<file path="config.mk">
export PLATFORM = sky130hd
export DESIGN_NAME = distribute_1x2_out_buffer_seq_flat
export DESIGN_NICKNAME = d
export VERILOG_FILES = /design/src/rtl/distribute_1x2_out_buffer_seq_pkg.sv /design/src/rtl/distribute_1x2_out_buffer_seq_if.sv /design/src/rtl/distribute_1x2_out_buffer_seq_branch_fifo_seq.sv /design/src/rtl/distribute_1x2_out_buffer_seq.sv /design/src/flat_wrapper.sv
export SDC_FILE = /design/constraint.sdc
export NUM_CORES = 1
export LEC_CHECK = 0
export ABC_CLOCK_PERIOD_IN_PS = 1800
export BUFFER_PORTS_ARGS = -buffer_cell sky130_fd_sc_hd__buf_2
export CAP_MARGIN = 20
export CORE_AREA = 8 8 153 155
export CTS_BUF_LIST = sky130_fd_sc_hd__clkbuf_16
export DETAILED_ROUTE_END_ITERATION = 10
export DIE_AREA = 0 0 161 163
export MAX_ROUTING_LAYER = met4
export PLACE_DENSITY = 0.81
export SETUP_SLACK_MARGIN = 0.3
export SYNTH_ARGS = -nofsm -noshare
export SYNTH_HDL_FRONTEND = slang
export SYNTH_SLANG_ARGS = --single-unit
</file>
<file path="constraint.sdc">
create_clock -name clk -period 1.8 [get_ports clk]
set_input_delay 0.54 -clock clk [delete_from_list [all_inputs] [get_ports clk]]
set_output_delay 0.54 -clock clk [all_outputs]
set_load 0.02 [all_outputs]
</file>
<file path="src/rtl/distribute_1x2_out_buffer_seq_pkg.sv">
// Shared constants for the 1x2 distribute output buffer.
// Branch indices, default geometry, drop-counter width and a saturating increment helper.
// Optional feature macro used across this slice: DROP_COUNT_EN.
package distribute_1x2_out_buffer_seq_pkg;

   localparam int N_BRANCH           = 2;
   localparam int BR_LOW             = 0;
   localparam int BR_HIGH            = 1;
   localparam int DEFAULT_DATA_WIDTH = 32;
   localparam int DEFAULT_DEPTH      = 4;
   localparam int DEFAULT_HEADROOM   = 2;
   localparam int DROP_CNT_W         = 16;

   // Saturating +1 for the per-branch drop counters (sticks at all-ones).
   function automatic logic [DROP_CNT_W-1:0] sat_inc(input logic [DROP_CNT_W-1:0] v);
      return (&v) ? v : v + 1'b1;
   endfunction

endpackage

</file>
<file path="src/rtl/distribute_1x2_out_buffer_seq_if.sv">
// Bus between the distribute switch / consumers and the per-branch output buffer.
// Lanes are packed {high, low}. Optional feature macro: DROP_COUNT_EN (adds o_drop_cnt).
//
// Handshake: a word leaves branch b on a rising edge where o_valid[b] & i_ready[b]
// are both 1; o_valid[b] never depends on i_ready[b]. The upstream side has no
// ready: it must drop i_en (stop pushing) while o_stall is 1, and a push into a
// full branch with no pop in the same cycle is discarded and flagged.
interface distribute_1x2_out_buffer_seq_if
   #(parameter int DATA_WIDTH = distribute_1x2_out_buffer_seq_pkg::DEFAULT_DATA_WIDTH);

   import distribute_1x2_out_buffer_seq_pkg::*;

   logic [N_BRANCH-1:0]            i_valid;
   logic [N_BRANCH*DATA_WIDTH-1:0] i_data_bus;
   logic                           o_stall;
   logic [N_BRANCH-1:0]            o_valid;
   logic [N_BRANCH*DATA_WIDTH-1:0] o_data_bus;
   logic [N_BRANCH-1:0]            i_ready;
   logic                           i_clr;
   logic [N_BRANCH-1:0]            o_overflow;
`ifdef DROP_COUNT_EN
   logic [N_BRANCH*DROP_CNT_W-1:0] o_drop_cnt;
`endif

`ifdef DROP_COUNT_EN
   modport master (output i_valid, i_data_bus, i_ready, i_clr,
                   input  o_stall, o_valid, o_data_bus, o_overflow, o_drop_cnt);
   modport slave  (input  i_valid, i_data_bus, i_ready, i_clr,
                   output o_stall, o_valid, o_data_bus, o_overflow, o_drop_cnt);
`else
   modport master (output i_valid, i_data_bus, i_ready, i_clr,
                   input  o_stall, o_valid, o_data_bus, o_overflow);
   modport slave  (input  i_valid, i_data_bus, i_ready, i_clr,
                   output o_stall, o_valid, o_data_bus, o_overflow);
`endif

endinterface

</file>
<file path="src/rtl/distribute_1x2_out_buffer_seq_branch_fifo_seq.sv">
// One branch of the output buffer: first-word-fall-through FIFO with an occupancy
// count, almost-full flag, sticky overflow flag and (DROP_COUNT_EN) a saturating
// drop counter. DEPTH must be a power of two so pointers wrap for free.
module branch_fifo_seq
   import distribute_1x2_out_buffer_seq_pkg::*;
#(
   parameter int DATA_WIDTH = DEFAULT_DATA_WIDTH,
   parameter int DEPTH      = DEFAULT_DEPTH,
   parameter int HEADROOM   = DEFAULT_HEADROOM
) (
   input  logic                  clk,
   input  logic                  rst_n,
   input  logic                  push_valid,
   input  logic [DATA_WIDTH-1:0] push_data,
   input  logic                  pop_ready,
   input  logic                  clr,
   output logic                  head_valid,
   output logic [DATA_WIDTH-1:0] head_data,
   output logic                  almost_full,
   output logic                  overflow
`ifdef DROP_COUNT_EN
   ,
   output logic [DROP_CNT_W-1:0] drop_cnt
`endif
);

   localparam int AW = $clog2(DEPTH);
   localparam int CW = AW + 1;
   localparam logic [CW-1:0] FULL_LVL = CW'(DEPTH);
   localparam logic [CW-1:0] AF_LVL   = CW'(DEPTH - HEADROOM);

   logic [DATA_WIDTH-1:0] mem [DEPTH];
   logic [AW-1:0]         wr_ptr;
   logic [AW-1:0]         rd_ptr;
   logic [CW-1:0]         count;
   logic                  pop;
   logic                  push;
   logic                  drop;

   // A pop frees a slot in the same cycle, so a full FIFO can still accept a push.
   assign head_valid  = (count != '0);
   assign pop         = head_valid & pop_ready;
   assign push        = push_valid & ((count != FULL_LVL) | pop);
   assign drop        = push_valid & (count == FULL_LVL) & ~pop;
   assign almost_full = (count >= AF_LVL);
   assign head_data   = head_valid ? mem[rd_ptr] : '0;

   // Storage write; contents need no reset because count gates visibility.
   always_ff @(posedge clk) begin
      if (push) begin
         mem[wr_ptr] <= push_data;
      end
   end

   // Pointers and occupancy count.
   always_ff @(posedge clk or negedge rst_n) begin
      if (!rst_n) begin
         wr_ptr <= '0;
         rd_ptr <= '0;
         count  <= '0;
      end else begin
         if (push) wr_ptr <= wr_ptr + 1'b1;
         if (pop)  rd_ptr <= rd_ptr + 1'b1;
         case ({push, pop})
            2'b10:   count <= count + 1'b1;
            2'b01:   count <= count - 1'b1;
            default: count <= count;
         endcase
      end
   end

   // Sticky overflow; a drop in the clearing cycle keeps the flag set.
   always_ff @(posedge clk or negedge rst_n) begin
      if (!rst_n) begin
         overflow <= 1'b0;
      end else if (drop) begin
         overflow <= 1'b1;
      end else if (clr) begin
         overflow <= 1'b0;
      end
   end

`ifdef DROP_COUNT_EN
   // Saturating drop count; a drop during clear restarts the count at one.
   always_ff @(posedge clk or negedge rst_n) begin
      if (!rst_n) begin
         drop_cnt <= '0;
      end else if (drop) begin
         drop_cnt <= clr ? DROP_CNT_W'(1) : sat_inc(drop_cnt);
      end else if (clr) begin
         drop_cnt <= '0;
      end
   end
`endif

endmodule

</file>
<file path="src/rtl/distribute_1x2_out_buffer_seq.sv">
// Per-branch output buffer behind the 1x2 distribute switch: splits the {high, low}
// lanes into two independent FIFOs, merges their heads back onto the bus, ORs the
// almost-full flags into o_stall and synchronises reset release.
// Optional feature macro: DROP_COUNT_EN (exposes o_drop_cnt = {high, low}).
module distribute_1x2_out_buffer_seq
   import distribute_1x2_out_buffer_seq_pkg::*;
#(
   parameter int DATA_WIDTH = DEFAULT_DATA_WIDTH,
   parameter int DEPTH      = DEFAULT_DEPTH,
   parameter int HEADROOM   = DEFAULT_HEADROOM
) (
   input logic                              clk,
   input logic                              rst,
   distribute_1x2_out_buffer_seq_if.slave   bus
);

   logic [1:0]            rst_sync;
   logic                  rst_n_sync;
   logic [N_BRANCH-1:0]   head_valid;
   logic [N_BRANCH-1:0]   almost_full;
   logic [N_BRANCH-1:0]   overflow;
   logic [DATA_WIDTH-1:0] head_data [N_BRANCH];
`ifdef DROP_COUNT_EN
   logic [DROP_CNT_W-1:0] drop_cnt [N_BRANCH];
`endif

   // Reset asserts immediately and releases two clocks later.
   always_ff @(posedge clk or negedge rst) begin
      if (!rst) begin
         rst_sync <= 2'b00;
      end else begin
         rst_sync <= {rst_sync[0], 1'b1};
      end
   end

   assign rst_n_sync = rst_sync[1];

   for (genvar b = 0; b < N_BRANCH; b++) begin : g_branch
      branch_fifo_seq #(
         .DATA_WIDTH (DATA_WIDTH),
         .DEPTH      (DEPTH),
         .HEADROOM   (HEADROOM)
      ) u_fifo (
         .clk         (clk),
         .rst_n       (rst_n_sync),
         .push_valid  (bus.i_valid[b]),
         .push_data   (bus.i_data_bus[b*DATA_WIDTH +: DATA_WIDTH]),
         .pop_ready   (bus.i_ready[b]),
         .clr         (bus.i_clr),
         .head_valid  (head_valid[b]),
         .head_data   (head_data[b]),
         .almost_full (almost_full[b]),
         .overflow    (overflow[b])
`ifdef DROP_COUNT_EN
         ,
         .drop_cnt    (drop_cnt[b])
`endif
      );
   end

   // Stall depends only on registered counts, so there is no path from i_ready.
   assign bus.o_stall    = |almost_full;
   assign bus.o_valid    = head_valid;
   assign bus.o_data_bus = {head_data[BR_HIGH], head_data[BR_LOW]};
   assign bus.o_overflow = overflow;
`ifdef DROP_COUNT_EN
   assign bus.o_drop_cnt = {drop_cnt[BR_HIGH], drop_cnt[BR_LOW]};
`endif

endmodule

</file>
<file path="src/flat_wrapper.sv">
// flat-port wrapper written by rule: the top's interface ports become plain ports
module distribute_1x2_out_buffer_seq_flat import distribute_1x2_out_buffer_seq_pkg::*;
#(
   parameter int DATA_WIDTH = DEFAULT_DATA_WIDTH,
   parameter int DEPTH      = DEFAULT_DEPTH,
   parameter int HEADROOM   = DEFAULT_HEADROOM
)
  (clk, rst, bus_i_valid, bus_i_data_bus, bus_i_ready, bus_i_clr, bus_o_stall, bus_o_valid, bus_o_data_bus, bus_o_overflow);
  distribute_1x2_out_buffer_seq_if #(.DATA_WIDTH(DATA_WIDTH)) bus_i ();
  input logic clk;
  input logic rst;
  input wire logic [$bits(bus_i.i_valid)-1:0] bus_i_valid;
  input wire logic [$bits(bus_i.i_data_bus)-1:0] bus_i_data_bus;
  input wire logic [$bits(bus_i.i_ready)-1:0] bus_i_ready;
  input wire logic [$bits(bus_i.i_clr)-1:0] bus_i_clr;
  output wire logic [$bits(bus_i.o_stall)-1:0] bus_o_stall;
  output wire logic [$bits(bus_i.o_valid)-1:0] bus_o_valid;
  output wire logic [$bits(bus_i.o_data_bus)-1:0] bus_o_data_bus;
  output wire logic [$bits(bus_i.o_overflow)-1:0] bus_o_overflow;
  assign bus_i.i_valid = bus_i_valid;
  assign bus_i.i_data_bus = bus_i_data_bus;
  assign bus_i.i_ready = bus_i_ready;
  assign bus_i.i_clr = bus_i_clr;
  assign bus_o_stall = bus_i.o_stall;
  assign bus_o_valid = bus_i.o_valid;
  assign bus_o_data_bus = bus_i.o_data_bus;
  assign bus_o_overflow = bus_i.o_overflow;
  distribute_1x2_out_buffer_seq #(.DATA_WIDTH(DATA_WIDTH), .DEPTH(DEPTH), .HEADROOM(HEADROOM)) u_core (.clk(clk), .rst(rst), .bus(bus_i));
endmodule
</file>
# Word level (Yosys, flattened, before mapping)
# Memories as Yosys holds them, arrays and structs flattened.
# Cells that the tools add are included.
# word_totals
latchBits	0
regBits	18
output_inout_bits	69
ram_bits	256
n_memories	2
romBits	0
# mem_list
name	depth	width	rd	rd_clocked_by_memory_dff	wr	line	text
u_core.g_branch[0].u_fifo.mem	4	32	1	0	1	distribute_1x2_out_buffer_seq_branch_fifo_seq.sv:32	logic [DATA_WIDTH-1:0] mem [DEPTH];
u_core.g_branch[1].u_fifo.mem	4	32	1	0	1	distribute_1x2_out_buffer_seq_branch_fifo_seq.sv:32	
# op_classes
n_reduce_logical	7
div_mod_pow	0
eq_ne	8
addsub	8
mux	11
shift	0
n_lt_le_gt_ge	2
bitwise_logic	12
multipliers	0
# op_table
cell	count
$mux W32	2
$pmux W3 S2	2
$add A2 B1 Y2 const B	4
$and A1 B1 Y1	8
$reduce_bool A2 Y1	4
$mux W1	7
$add A3 B1 Y3 const B	2
$eq A3 B3 Y1 const B	2
$ge A3 B2 Y1 const B	2
$ne A3 B3 Y1 const B	2
$reduce_bool A3 Y1	2
$sub A3 B1 Y3 const B	2
$eq A2 B1 Y1 const B	2
$eq A2 B2 Y1 const B	2
$not A1 Y1	2
$or A1 B1 Y1	2
$reduce_or A2 Y1	1

# Depth between registers and ports, before layout
# logic_depth
depth_word	6
depth_mapped	9
mapped_depth_nobuf	9

# By module
# A second synthesis with hierarchy kept.
# unflattened
hier_cells	496
hier_area_um2	10747.8
# by_module_without_submodules
mod	instances	cells_each	area_per_inst_um2
branch_fifo_seq	2	246	5343.9
distribute_1x2_out_buffer_seq	1	4	60.1

# Least setup slack after synthesis
# Ideal clock, no wire load.
# synth_timing
path_kind	input to register
from	input bus_i_ready[1]
to	register u_core.g_branch[1].u_fifo.count[2]
required_ps	1721
setup_ps	79
cell_stages	9
n_path_buf	0
slack_ps	-424
arrival_time_ps	2145
path_cell_list	nor4b_1 -> nor2b_1 -> inv_1 -> ha_1 -> inv_1 -> fa_1 -> xor2_1 -> nor2_1 -> xor2_1
# synth_between
elab_chain_cells	5
# synth_lines
item	line	text
start, declared	flat_wrapper.sv:14	input wire logic [$bits(bus_i.i_ready)-1:0] bus_i_ready;
$and A1 B1 Y1 *	distribute_1x2_out_buffer_seq_branch_fifo_seq.sv:42	assign pop = head_valid & pop_ready;
$or A1 B1 Y1	distribute_1x2_out_buffer_seq_branch_fifo_seq.sv:43	assign push = push_valid & ((count != FULL_LVL) | pop);
$and A1 B1 Y1	distribute_1x2_out_buffer_seq_branch_fifo_seq.sv:43	
$eq A2 B1 Y1 / $eq A2 B2 Y1 (equally long branches)	distribute_1x2_out_buffer_seq_branch_fifo_seq.sv:64	case ({push, pop})
$pmux W3 S2 / $reduce_bool A2 Y1 (equally long branches)	-	
end signal, assigned	distribute_1x2_out_buffer_seq_branch_fifo_seq.sv:65	2'b10: count <= count + 1'b1;
end signal, assigned	distribute_1x2_out_buffer_seq_branch_fifo_seq.sv:66	2'b01: count <= count - 1'b1;
end signal, assigned	distribute_1x2_out_buffer_seq_branch_fifo_seq.sv:67	default: count <= count;
end, declared	distribute_1x2_out_buffer_seq_branch_fifo_seq.sv:35	logic [CW-1:0] count;
# Every way passes the cells marked *; elsewhere a longest branch is shown, timed or not.
# A chain may end at the register's enable or synchronous reset.

# Final worst setup path
# layout_timing
from	register u_core.g_branch[0].u_fifo.rd_ptr[0]
to	output bus_o_data_bus[30]
# layout_between
elab_chain_cells	2
# layout_lines
item	line	text
start, declared	distribute_1x2_out_buffer_seq_branch_fifo_seq.sv:34	logic [AW-1:0] rd_ptr;
start signal, assigned	distribute_1x2_out_buffer_seq_branch_fifo_seq.sv:63	if (pop) rd_ptr <= rd_ptr + 1'b1;
$mem_v2 Z4 W32	-	
$mux W32	distribute_1x2_out_buffer_seq_branch_fifo_seq.sv:46	assign head_data = head_valid ? mem[rd_ptr] : '0;
end, declared	flat_wrapper.sv:18	output wire logic [$bits(bus_i.o_data_bus)-1:0] bus_o_data_bus;
# Every way passes these cells.

==> impl_metrics.csv <==
group,metric,value,unit
min_path,worstHoldStart,"bus_i_data_bus[56]",
power,swShare,31.4,%
yosys,syn_avg_cell_area,21.6,um2
cts,htree_num_levels,1,
cts,cts_tree,"done",
grt,grt_pass1_wl,34.3,mm
grt,grt.busiest_layer,"met2",
cts,cts.clk_slew.worst_paths,0.06,ns
timing,fin_crit_sh,144,%
power,clockPowerShare,20.1,%
route,wl,24.7,mm
cts,cts_buffer_depth,3,
timing,worst_slack,-0.798,ns
critical_path,worstReg2RegStart,"u_core.g_branch[0].u_fifo.count[1]",
grt,antenna_found_initial,2,
grt,grt.met1_usage,20.9,%
timing,final.setup_skew,0.0171,ns
critical_path,rrSetupSlack,-0.41,ns
timing,hold_violations,0,
route,drc_errors,0,
route,first_iter_violations,399,
yosys,syn_area,10800,um2
grt,use_met3,3.79,%
grt,track_usage,17.5,%
cells_and_area,drive_above_1_share,55.9,%
min_path,min_path_cells,1,
critical_path,r2r_end,"u_core.g_branch[0].u_fifo.count[2]",
critical_path,start_kind,"register",
yosys,synth_flop_cell,"edfxtp_1",
route,wl_per_cell,24.2,um
power,seqPwrFrac,33.3,%
power,ir_worst_vdd,1580,uV
power,p_sw,0.00838,W
route,routed-via-count,5646,
yosys,synthTopCellsByCount,"256 x edfxtp_1, 74 x and2_1, 56 x mux4_2",
run_status,outcome,"complete, but fails checks",
yosys,yosys.area.top_type_share,71.4,%
yosys,yosys_warnings,0,
floorplan,rows,53,
timing,maxSlewHeadroom,53.3,%
route,detail-route-antenna-nets,0,
cts,insertion_delay,0.52,ns
yosys,async_flop_share,6.57,%
place,pre_cts_slack,-0.367,ns
critical_path,cp.required,1.26,ns
floorplan,start_util,51.7,%
yosys,postSynthCellCount,499,
timing,rsz0062_at_grt,"yes",
run_status,violations,"setup timing",
place,io_buffer_count,139,
grt,grt_max_degree,33,
min_path,whs_endpoint,"u_core.g_branch[1].u_fifo.mem[3][24]",
route,viasPerCell,5.54,
cts,numCtsBuffers,27,
cts,cts.sinks,274,
critical_path,cp.arrival,2.06,ns
yosys,ys_ff_latch,274,
critical_path,cp-end-kind,"output port",
yosys,synth_area_leaders,"edfxtp_1 71%, mux4_2 12%, and2_1 4.3%",
floorplan,core_area,20800,um2
min_path,hold_path.class,"in -> reg",
critical_path,max_stage_delay,0.53,ns
critical_path,path_buf_inv,3,
cells_and_area,num-nets-final,804,
yosys,postSynthNetCount,582,
yosys,yosysSeqAreaShare,75.6,%
yosys,synth_edf_count,256,
cells_and_area,syn2layout_area_growth,30.5,%
critical_path,cp_top_family,"multiplexers",
place,gp_congestion,0.756,
floorplan,die_h,163,um
yosys,synth.most_common_cell,"edfxtp_1",
grt,grt_pass1_vias,6067,
timing,tightest_slew,0.700,ns
power,combPwrFrac,46.6,%
power,total_power,0.0267,W
route,firstDrtPassIters,5,
critical_path,critical_path_class,"reg -> out",
cts,root_buffer,"clkbuf_16",
timing,slew_violations,0,
grt,grt_overflow,0,
floorplan,dieArea,26200,um2
job,maxCapViolations,0,
yosys,synth.distinct_cells,26,
critical_path,path_cells,"buf_6 > buf_12 > mux4_2 > and2_4 > buf_6",
floorplan,pin_count,140,
timing,max_freq,0.385,GHz
critical_path,cp_max_fo,8,
critical_path,slowest_stage,"mux4_2",
place,dp_hpwl,13.4,mm
critical_path,reg2reg_depth,11,
timing,period_minus_slack,2.60,ns
power,p_per_area,1900,nW/um2
grt,gr-usage-met2,30.1,%
power,internal_power,0.0183,W
power,leakagePower,5.22,nW
yosys,yosysTopAreaCell,"edfxtp_1",
floorplan,die_width,161,um
timing,setup_viol,245,
critical_path,cp_common_cell,"buf_6",
[per-stage QoR]
step	TNS (ns)	area (um2)	hold slack [ns]	cells	utilization, %
2_1_floorplan	-2.13	11100	0.200	499	-
3_3_place_gp	-27.42	12200	0.294	923	58.7
3_5_place_dp	-35.25	12200	0.316	923	58.7
4_1_cts	-49.65	13700	0.214	1000	65.9
5_1_grt	-69.41	14000	0.220	1018	67.4
6_report	-56.81	14000	0.230	1020	67.4
[flip-flops by register name, summed over array words and instances (netlist names)]
signal / cells
u_core.g_branch.u_fifo.overflow: 2
u_core.g_branch.u_fifo.rd_ptr: 4
u_core.g_branch.u_fifo.mem: 256
u_core.g_branch.u_fifo.wr_ptr: 4
u_core.rst_sync: 2
u_core.g_branch.u_fifo.count: 6
[cells in the final DEF, fill, tap and decap left out, types with 2 or more instances in the layout]
cell type	instances
edfxtp_1	256
buf_2	88
and2_4	85
mux4_2	64
buf_6	64
clkbuf_16	33
buf_4	30
buf_12	17
inv_1	16
dfrtp_1	16
ha_1	8
clkinv_1	7
xnor2_1	6
xor2_1	6
clkinv_2	6
diode_2	4
inv_2	4
nand2_1	3
bufinv_16	3
buf_16	3
or3_4	2
nor4b_4	2
nor2b_2	2
o21ai_0	2
mux2_2	2
nand3_1	2
nor2_1	2
fa_2	2
ha_4	2
dfrtp_2	2
[layout make-up]
class | count | area, um2
clock buffer | 27 | 676
inverter | 14 | 52.6
timing repair buffer | 210 | 1980
multi-input combinational | 194 | 2670
clock inverter | 22 | 169
antenna | 4 | 10.0
sequential | 274 | 8140
tap | 275 | 344
fill | 1267 | 6780
[power by group through the flow]
stage | clock, W | sequential [W] | combinational, W
after CTS | 0.00541 | 0.00885 | 0.0119
after global routing | 0.00567 | 0.00896 | 0.0131
after global placement | 0 | 0.00887 | 0.00959
final | 0.00537 | 0.00888 | 0.0124
after detailed placement | 0 | 0.00899 | 0.00985
after floorplan | 0 | 0.00880 | 0.00723
[worst max-delay path by stage]
stage          cells past startpoint  slack (ns)                                 from                                 end
3_3_place_gp                      10       -0.27                       bus_i_ready[0]  u_core.g_branch[0].u_fifo.count[2]
2_1_floorplan                      9       -0.15                       bus_i_ready[0]  u_core.g_branch[0].u_fifo.count[2]
5_1_grt                            5       -0.85  u_core.g_branch[0].u_fifo.rd_ptr[0]                  bus_o_data_bus[30]
4_1_cts                            5       -0.80  u_core.g_branch[0].u_fifo.rd_ptr[0]                  bus_o_data_bus[31]
6_report                           5       -0.80  u_core.g_branch[0].u_fifo.rd_ptr[0]                  bus_o_data_bus[30]
3_5_place_dp                      10       -0.37                       bus_i_ready[0]  u_core.g_branch[0].u_fifo.count[2]
[metal layers]
layer / routed length [um] / vias to the layer above
met2: 13100 / 225
met5: 0 / -
met4: 546 / 0
met1: 9480 / 2947
li1: - / 2427
met3: 1580 / 47
[what timing repair did]
| item | CTS | global route |
|---|---|---|
| pin swaps | 31 | 15 |
| buffers inserted | 15 | 5 |
| hold buffers | 1 | 0 |
| endpoints found under the hold margin | 2 | 0 |
| setup endpoints to repair | 331 | 333 |
| gates cloned | 12 | 11 |
| resized for setup | 117 | 27 |
[worst register-to-register path, stage by stage, from the launching register on]
cell,delay [ns]
dfrtp_1,0.42
buf_6,0.13
buf_6,0.11
nor4b_4,0.32
nor2b_2,0.10
inv_2,0.07
ha_4,0.13
inv_2,0.03
fa_2,0.33
xor2_1,0.15
nor2_1,0.14
xor2_1,0.20
[cell families after synthesis]
| group | synth area share, % |
|---|---|
| fa+ha+maj | 1.53 |
| compound gates | 0.139 |
| mux | 14.0 |
| buf+inv | 2.72 |
| other cells | 0.0348 |
| xor+xnor | 0.976 |
| simple gates | 5.03 |
| flops | 75.6 |
No activity file was read; power rests on OpenSTA's default activity.
